### src/rtl/dawson_if_pkg.sv
`default_nettype none
// ============================================================================
// Module  : dawson_if_pkg
// Purpose : Shared types for the Dawson arithmetic unit user-side adapter.
//           Holds the adapter state encoding and the fixed data width.
// Revision: 1.0 - initial release
// ============================================================================
package dawson_if_pkg;

  localparam int unsigned DATA_W = 64;

  // RESET is encoded as all-zeros so a power-up register value of zero
  // already corresponds to the reset state.
  typedef enum logic [2:0] {
    ST_RESET   = 3'd0,
    ST_IDLE    = 3'd1,
    ST_TX_A    = 3'd2,
    ST_TX_B    = 3'd3,
    ST_WAIT_RX = 3'd4,
    ST_RX      = 3'd5,
    ST_USER_RX = 3'd6
  } dawson_if_state_t;

endpackage
`default_nettype wire

### src/rtl/dawson_if.sv
`default_nettype none
// ============================================================================
// Module  : dawson_if
// Purpose : User-side adapter for the Dawson double-precision arithmetic unit.
//           Latches an operand pair on a one-cycle ready_in pulse, sends A then
//           B over the unit's strobe/ack handshake, waits for the result,
//           acknowledges it and presents it with a one-cycle ready_out pulse.
// Ports   :
//   clock, reset_n          - system clock, async active-low reset
//   a, b, ready_in          - user operands and start pulse
//   out, ready_out          - user result and result-valid pulse
//   clk, rst                - clock and active-high reset forwarded to unit
//   input_a/_stb/_ack       - operand A handshake to the unit
//   input_b/_stb/_ack       - operand B handshake to the unit
//   output_z/_stb/_ack      - result handshake from the unit
// Revision: 1.0 - initial release
// ============================================================================
module dawson_if
  import dawson_if_pkg::*;
(
  input  logic              clock,
  input  logic              reset_n,
  input  logic [DATA_W-1:0] a,
  input  logic [DATA_W-1:0] b,
  input  logic              ready_in,
  output logic [DATA_W-1:0] out,
  output logic              ready_out,
  output logic              clk,
  output logic              rst,
  output logic [DATA_W-1:0] input_a,
  output logic              input_a_stb,
  input  logic              input_a_ack,
  output logic [DATA_W-1:0] input_b,
  output logic              input_b_stb,
  input  logic              input_b_ack,
  input  logic [DATA_W-1:0] output_z,
  input  logic              output_z_stb,
  output logic              output_z_ack
);

  dawson_if_state_t  state;
  dawson_if_state_t  state_next;
  logic [DATA_W-1:0] op_a;
  logic [DATA_W-1:0] op_b;
  logic [DATA_W-1:0] result;

  // Each state only looks at the one handshake input it is waiting on, so
  // early or stray acks/strobes are ignored.
  always_comb begin
    state_next = state;
    unique case (state)
      ST_RESET:   state_next = ST_IDLE;
      ST_IDLE:    if (ready_in)     state_next = ST_TX_A;
      ST_TX_A:    if (input_a_ack)  state_next = ST_TX_B;
      ST_TX_B:    if (input_b_ack)  state_next = ST_WAIT_RX;
      ST_WAIT_RX: if (output_z_stb) state_next = ST_RX;
      ST_RX:      state_next = ST_USER_RX;
      ST_USER_RX: state_next = ST_IDLE;
      default:    state_next = ST_RESET;
    endcase
  end

  always_ff @(posedge clock or negedge reset_n) begin
    if (!reset_n) begin
      state  <= ST_RESET;
      op_a   <= '0;
      op_b   <= '0;
      result <= '0;
    end else begin
      state <= state_next;
      if (state == ST_IDLE && ready_in) begin
        op_a <= a;
        op_b <= b;
      end
      if (state == ST_WAIT_RX && output_z_stb) begin
        result <= output_z;
      end
    end
  end

  // Moore outputs decoded from the registered state.
  assign input_a_stb  = (state == ST_TX_A);
  assign input_b_stb  = (state == ST_TX_B);
  assign output_z_ack = (state == ST_RX);
  assign ready_out    = (state == ST_USER_RX);

  assign input_a = op_a;
  assign input_b = op_b;
  assign out     = result;

  // The unit sees reset while reset_n is low and for the single cycle spent
  // in RESET after release, giving it one clean clock edge in reset.
  assign rst = (state == ST_RESET) || !reset_n;
  assign clk = clock;

endmodule
`default_nettype wire

### config.mk
export PLATFORM = sky130hd
export DESIGN_NAME = dawson_if
export DESIGN_NICKNAME = d
export VERILOG_FILES = /design/src/rtl/dawson_if_pkg.sv /design/src/rtl/dawson_if.sv
export SDC_FILE = /design/constraint.sdc
export NUM_CORES = 1
export LEC_CHECK = 0
export ABC_AREA = 1
export BUFFER_PORTS_ARGS = -buffer_cell sky130_fd_sc_hd__buf_2
export CORE_AREA = 5 5 152 154
export DETAILED_ROUTE_END_ITERATION = 8
export DIE_AREA = 0 0 157 159
export PLACE_DENSITY = 0.66
export SLEW_MARGIN = 10
export SYNTH_ARGS = -nofsm -noshare
export SYNTH_HDL_FRONTEND = slang
export SYNTH_SLANG_ARGS = --single-unit
### constraint.sdc
create_clock -name clock -period 3.35 [get_ports clock]
set_input_delay 0.335 -clock clock [delete_from_list [all_inputs] [get_ports clock]]
set_output_delay 0.335 -clock clock [all_outputs]
set_load 0.02 [all_outputs]
==> results.md, run 1 <==
* Slew Limit Headroom at 56.1%
* Critical path origin: clock
* Die Y at 159 um
* Placed wire-length estimate at 16100 um
* Unique cell type count in the Yosys netlist at 16
* DIE WIDTH at 157 um
* Post-Layout Cell Count at 1527
* Worst-skew pair later-pin latency at 0.53 ns
* Vias in the first global route at 6553
* Worst-path clk slew at 0.08 ns
* Status: finished clean
* Drt pass-1 iters at 4
* # Max-Cap Violations at 0
* Critical path data arrival time at 2.07 ns
* Total Power at 10600 uW
* Peak fanout along the critical path at 2
* Syn nets at 1051
* WL met3 at 2560 um
* Congestion Overflow GR at 0
* Reg2reg start: state[0]
* # setup viols final at 0
* Tot GR Track Use at 17.1%
* Post-CTS Setup Repair Bufs at 0
* Fraction of layout cells with a size suffix above 1 at 35.1%
* Final setup TNS at 0 ns
* Peak VDD IR at 520 uV
* CTS tree: built
* Crit path required time at 3.01 ns
* Startpoint types: clock port
* Initial antenna violation count at 0
* Placed Instances at 1490
* Die area at 25000 um2
* WS Path Type: clk -> out
* Fill cells at 2129
* Routed wire length at 21800 um
* Commonest non-fill, non-tap cells in the layout: 394 x buf_2, 207 x nand2_1, 199 x inv_1
* Worst hold start: output_z[30]
* CORE AREA at 21600 um2
* Vias at 6498
* Final Hold Viols at 0
* Max Slew Vio Count at 0
* Register area at 4880 um2
* DR WL met2 at 10400 um
* Pin count of the biggest net entering global routing at 140
* Synth Instances at 853
* P&R area growth vs syn at 36.5%
* WL per Instance at 14.3 um
* Layout Skew at 0.0106 ns
* Max Used Layer: met4
* Fin area at 10600 um2
* IO Pins at 396
* CP Capture Type: output port
* Iter 0 DRT Violations at 309
* Most common cell after layout, fill and taps aside: buf_2
* HP Class: in -> reg
* Syn avg cell area at 9.07 um2
* Worst Tran Pin Value at 0.658 ns
* Leak at 0.00639 uW
* RD Place Congestion at 0.868
* Net count reported at finish at 1433
* Area after DPL at 9890 um2
* RSZ-0062 raised after global routing: no
* Initial core utilization at 35.9%
* Ys Warns at 0
* Vias per inst at 4.26
* Ant diodes at 0
* M1 WL at 8600 um
* Global-route wire length before repair at 34200 um
* PwrDens at 1010 nW/um2
* Rows at 54
* Seq/Total Area, Yosys at 63.1%
* PortBufs at 395
* FF+latch count, synth at 195
* Area of the multi-input gates at 1840 um2
* DR DRC count at 0
* Post-Syn Area at 7730 um2
* Routed Antenna Nets at 0
## worst max-delay path: stages
cell,delay (ns)
clkbuf_16,0.12
clkbuf_16,0.13
buf_2,0.15
## stage by stage
stage                     hold slack (ns)  util, %  setup slack (ns)
after floorplan                    0.0394        -              1.21
after global placement              0.343     45.9              1.20
after detailed placement            0.342     45.9              1.20
after CTS                         0.00203     49.0             0.938
after global routing              0.00184     49.0             0.934
final                              0.0249     49.0             0.941
## metal layers
metal  GRT usage, %  up-vias
li1               -     3330
met1           20.4     2881
met2           28.3      269
met3           7.64       18
met4           4.46        0
met5              0        -
## what timing repair did
action                    in CTS  in global routing
hold endpoints to repair      54                  1
hold buffers                   2                  1
gates resized for setup        0                  0
## power by group
part	internal (uW)	switching, uW	total [uW]	leakage, uW
combinational	1460	2960	4420	0.00362
sequential	3450	576	4030	0.00245
clock	1160	1010	2180	0.000314
total	6080	4550	10600	0.00639
## sequential cells by signal, summed over array words and instances, names as in the netlist
name	count
out	64
state	3
input_b	64
input_a	64
## final timing paths
| check | to | slack [ns] | cells past startpoint |
|---|---|---|---|
| setup / recovery | clk | 0.94 | 3 |
| hold / removal | out[30] | 0.02 | 3 |
| min in group asynchronous | input_a[12] | 0.33 | 2 |
| max in group asynchronous | input_b[59] | 1.94 | 3 |
| hold reg to reg | out[16] | 0.48 | 2 |
| setup reg to reg | input_b[44] | 1.44 | 6 |
## cells in the mapped netlist, drive strengths merged
cell type / instances / area, um2
dfrtp: 195 / 4880
nand3b: 1 / 7.51
inv: 201 / 754
o21ai: 195 / 976
nor3: 1 / 5.00
buf: 42 / 280
nand2: 207 / 777
clkbuf: 1 / 3.75
nor2: 5 / 21.3
nand3: 5 / 30.0
## cell type report
cell class / count / share of cell area, %
Multi-Input combinational cell: 414 / 17.4
Clock buffer: 23 / 4.95
Tap cell: 280 / 3.32
Timing Repair Buffer: 402 / 19.9
Clock inverter: 12 / 1.13
Inverter: 201 / 7.14
Sequential cell: 195 / 46.2
## logic make-up (layout without fill, tap and decap cells)
logic type             Yosys count  after routing  share of synthesized area [%]
AO/OA/AOI/OAI                  195            195                           12.6
buffers and inverters          244            638                           13.4
flip-flops                     195            195                           63.1
AND/OR/NAND/NOR                219            219                           10.9
Note: power is estimated with default switching activity, not from simulation.
==> inputs of run 2 (changes only) <==
--- a/config.mk
+++ b/config.mk
@@ -5,12 +5,12 @@
 export SDC_FILE = /design/constraint.sdc
 export NUM_CORES = 1
 export LEC_CHECK = 0
-export ABC_AREA = 1
+export ABC_AREA = 0
 export BUFFER_PORTS_ARGS = -buffer_cell sky130_fd_sc_hd__buf_2
-export CORE_AREA = 5 5 152 154
+export CORE_AREA = 5 5 149 151
 export DETAILED_ROUTE_END_ITERATION = 8
-export DIE_AREA = 0 0 157 159
-export PLACE_DENSITY = 0.66
+export DIE_AREA = 0 0 154 156
+export PLACE_DENSITY = 0.68
 export SLEW_MARGIN = 10
 export SYNTH_ARGS = -nofsm -noshare
 export SYNTH_HDL_FRONTEND = slang
==> constraint.sdc (replaced) <==
create_clock -name clock -period 2.24 [get_ports clock]
set_input_delay 0.224 -clock clock [delete_from_list [all_inputs] [get_ports clock]]
set_output_delay 0.224 -clock clock [all_outputs]
set_load 0.02 [all_outputs]
==> run 2 against run 1 <==
  * Register-to-register slack lost 1.1 ns
  * Worst setup slack lost 0.56 ns
  * Power grew 65%
  * Hold slack lost 0.0033 ns
  * Utilization grew 12 points
  * Non-clock buffer count grew 200
  * Clock skew grew 0.0012 ns
  * Wire length grew 5.5%
  * Largest cell class unchanged
==> results.md, run 2 <==
* Status: finished clean (unchanged)
* DR DRC count at 0 (unchanged)
* Top_reg_cell synth: dfrtp_1 (unchanged)
* Vias in the first global route at 6753 (was 6553)
* Most numerous cell in the Yosys netlist: dfrtp_1 (was nand2_1)
* RSZ-0062 raised after global routing: no (unchanged)
* Ant diodes at 0 (unchanged)
* Fmax at 539 MHz
* Switching share of total power at 38.8% (was 42.8%)
* Worst Tran Pin Value at 0.481 ns (was 0.658 ns)
* Tot GR Track Use at 19.0% (was 17.1%)
* Startpoint types: flop (was clock port)
* WL per Instance at 17.4 um (was 14.3 um)
* P&R area growth vs syn at 63.2% (was 36.5%)
* FF+latch count, synth at 195 (unchanged)
* Rows at 53 (was 54)
* Power share of the sequential group at 36.0% (was 37.9%)
* Final Hold Viols at 0 (unchanged)
* Comb pwr share at 45.7% (was 41.6%)
* Ys Warns at 0 (unchanged)
* Max Slew Vio Count at 0 (unchanged)
* Synth top cells by count: 195 x dfrtp_1, 104 x mux2_2, 60 x mux2_4 (was 207 x nand2_1, 199 x inv_1, 195 x dfrtp_1)
* PortBufs at 395 (unchanged)
* Vias at 5924 (was 6498)
* Period utilization at 82.9%
* Die Y at 156 um (was 159 um)
* Syn avg cell area at 17.8 um2 (was 9.07 um2)
* Most common cell after layout, fill and taps aside: buf_2 (unchanged)
* Util after Layout at 60.6% (was 49.0%)
* CP Capture Type: flop (was output port)
* Routed Antenna Nets at 0 (unchanged)
* Post-Syn Area at 7690 um2 (was 7730 um2)
* CTS tree: built (unchanged)
* DIE WIDTH at 154 um (was 157 um)
* Clock share of power at 18.3% (was 20.5%)
* P_int at 10700 uW (was 6080 uW)
* PwrDens at 1390 nW/um2 (was 1010 nW/um2)
* Initial core utilization at 37.1% (was 35.9%)
* Layout Skew at 0.0118 ns (was 0.0106 ns)
* Die area at 24000 um2 (was 25000 um2)
* Synth top area share at 63.5% (was 63.1%)
* Crit path required time at 2.63 ns (was 3.01 ns)
* Slew Limit Headroom at 67.9% (was 56.1%)
* Critical path data arrival time at 2.25 ns (was 2.07 ns)
* WS Path Type: reg -> reg (was clk -> out)
* Placed wire-length estimate at 15200 um (was 16100 um)
* Pin count of the biggest net entering global routing at 87 (was 140)
* EDFF count, synth at 0 (unchanged)
* IO Pins at 396 (unchanged)
* HP Class: in -> reg (unchanged)
* Routed wire length at 23000 um (was 21800 um)
* Top post-synthesis cells by area: dfrtp_1 63%, mux2_2 15%, mux2_4 12% (was dfrtp_1 63%, o21ai_1 12%, nand2_1 10%)
* Peak VDD IR at 1010 uV (was 520 uV)
* Worst-skew pair later-pin latency at 0.53 ns (about the same)
* Leak at 0.00612 uW (was 0.00639 uW)
* Post-Layout Cell Count at 1319 (was 1527)
* NetSw at 6790 uW (was 4550 uW)
* Initial antenna violation count at 0 (unchanged)
* # Max-Cap Violations at 0 (unchanged)
* R2r worst-path depth at 5 (was 6)
* Commonest non-fill, non-tap cells in the layout: 394 x buf_2, 195 x dfrtp_1, 194 x dlygate4sd3_1 (was 394 x buf_2, 207 x nand2_1, 199 x inv_1)
* Final setup TNS at 0 ns (unchanged)
* Asr flop ratio synth at 100% (unchanged)
* Drt pass-1 iters at 4 (unchanged)
* Global-route wire length before repair at 36400 um (was 34200 um)
* Final min period at 1.86 ns
* Worst-path clk slew at 0.07 ns (was 0.08 ns)
* Vias per inst at 4.49 (was 4.26)
* Syn nets at 629 (was 1051)
* PostCTS Resize Cnt at 0 (unchanged)
* CORE AREA at 20700 um2 (was 21600 um2)
* Unique cell type count in the Yosys netlist at 19 (was 16)
* Congestion Overflow GR at 0 (unchanged)
* Placed Instances at 1091 (was 1490)
* Synth Instances at 431 (was 853)
* Fraction of layout cells with a size suffix above 1 at 58.4% (was 35.1%)
* Net count reported at finish at 1230 (was 1433)
* Peak fanout along the critical path at 43 (was 2)
* Synth area leader: dfrtp_1 (unchanged)
* RD Place Congestion at 0.778 (was 0.868)
* # setup viols final at 0 (unchanged)
* Post-CTS Setup Repair Bufs at 0 (unchanged)
* Seq/Total Area, Yosys at 63.5% (was 63.1%)
* Min-Delay Path Depth at 3 (unchanged)
* Iter 0 DRT Violations at 213 (was 309)
-- run 2: cell types whose count changed after synthesis, moves of 3 or more --
| cell | previous run | this run |
|---|---|---|
| mux2_2 | 0 | 104 |
| inv_1 | 199 | 1 |
| nand3_1 | 4 | 0 |
| buf_12 | 0 | 6 |
| buf_4 | 3 | 6 |
| mux2_4 | 0 | 60 |
| buf_2 | 29 | 1 |
| mux2_1 | 0 | 28 |
| nand2_1 | 207 | 2 |
| o21ai_1 | 192 | 0 |
-- run 2: cell type report --
| cell class | count | area [um2] |
|---|---|---|
| Sequential cell | 195 | 4880 |
| Timing Repair Buffer | 602 | 4150 |
| Clock inverter | 13 | 123 |
| Fill cell | 1584 | 8150 |
| Clock buffer | 22 | 519 |
| Inverter | 1 | 3.75 |
| Tap cell | 275 | 344 |
| Multi-Input combinational cell | 211 | 2520 |
-- run 2: critical path: stages, from the launching register on --
cell and delay, ns:
dfrtp_1 0.50, nand2_1 0.16, nor3_4 0.18, buf_12 0.27, buf_12 0.20, mux2_1 0.36
-- run 2: routing by layer --
| layer | vias up | global-route usage [%] | share of wire (%) | wire length [um] |
|---|---|---|---|---|
| li1 | 2720 | - | - | - |
| met1 | 2904 | 21.7 | 38 | 8650 |
| met2 | 249 | 33.8 | 52 | 12100 |
| met3 | 51 | 5.80 | 7.2 | 1650 |
| met4 | 0 | 6.98 | 2.8 | 638 |
| met5 | - | 0 | 0 | 0 |
-- run 2: metrics by stage --
stage / total power (uW) / hold WS [ns] / setup slack (ns) / cell area, um2
2_1_floorplan: 11300 / -0.0716 / 0.664 / 7690
3_3_place_gp: 13900 / 0.182 / 0.406 / 9960
4_1_cts: 17600 / 0.00634 / 0.358 / 12500
5_1_grt: 18500 / 0.0655 / 0.232 / 12500
3_5_place_dp: 14100 / 0.181 / 0.372 / 9960
6_report: 17500 / 0.0216 / 0.383 / 12500
-- run 2: cells by family (layout without fill, tap and decap cells) --
family	count (synthesis)	in the layout	synth area share, %
flip-flops	195	195	63.5
multiplexers	192	192	31.1
buffers and inverters	25	638	3.87
AO/OA/AOI/OAI	7	7	0.570
AND/OR/NAND/NOR	12	12	1.01
-- run 2: path summary, 6_finish.rpt --
check	end	slack [ns]	from
worst min register to register	input_a[62]	0.48	input_a[62]
min in group asynchronous	input_a[63]	0.18	reset_n
worst max register to register	input_b[63]	0.38	state[0]
worst max-delay path	input_b[63]	0.38	state[0]
max in group asynchronous	input_b[32]	1.25	reset_n
worst min-delay path	state[1]	0.02	ready_in
-- run 2: power groups by stage --
stage / sequential, uW / combinational, uW / clock, uW
finish: 6290 / 8000 / 3200
global route: 6530 / 8480 / 3450
CTS: 6270 / 8040 / 3300
detailed placement: 6300 / 7770 / 41.7
global placement: 6270 / 7630 / 41.7
floorplan: 8400 / 2900 / 52.2
-- run 2: repair_timing --
| item | 4_1_cts | 5_1_grt |
|---|---|---|
| hold buffers | 194 | 0 |
| setup endpoints to repair | 0 | 0 |
| hold endpoints to repair | 232 | 0 |
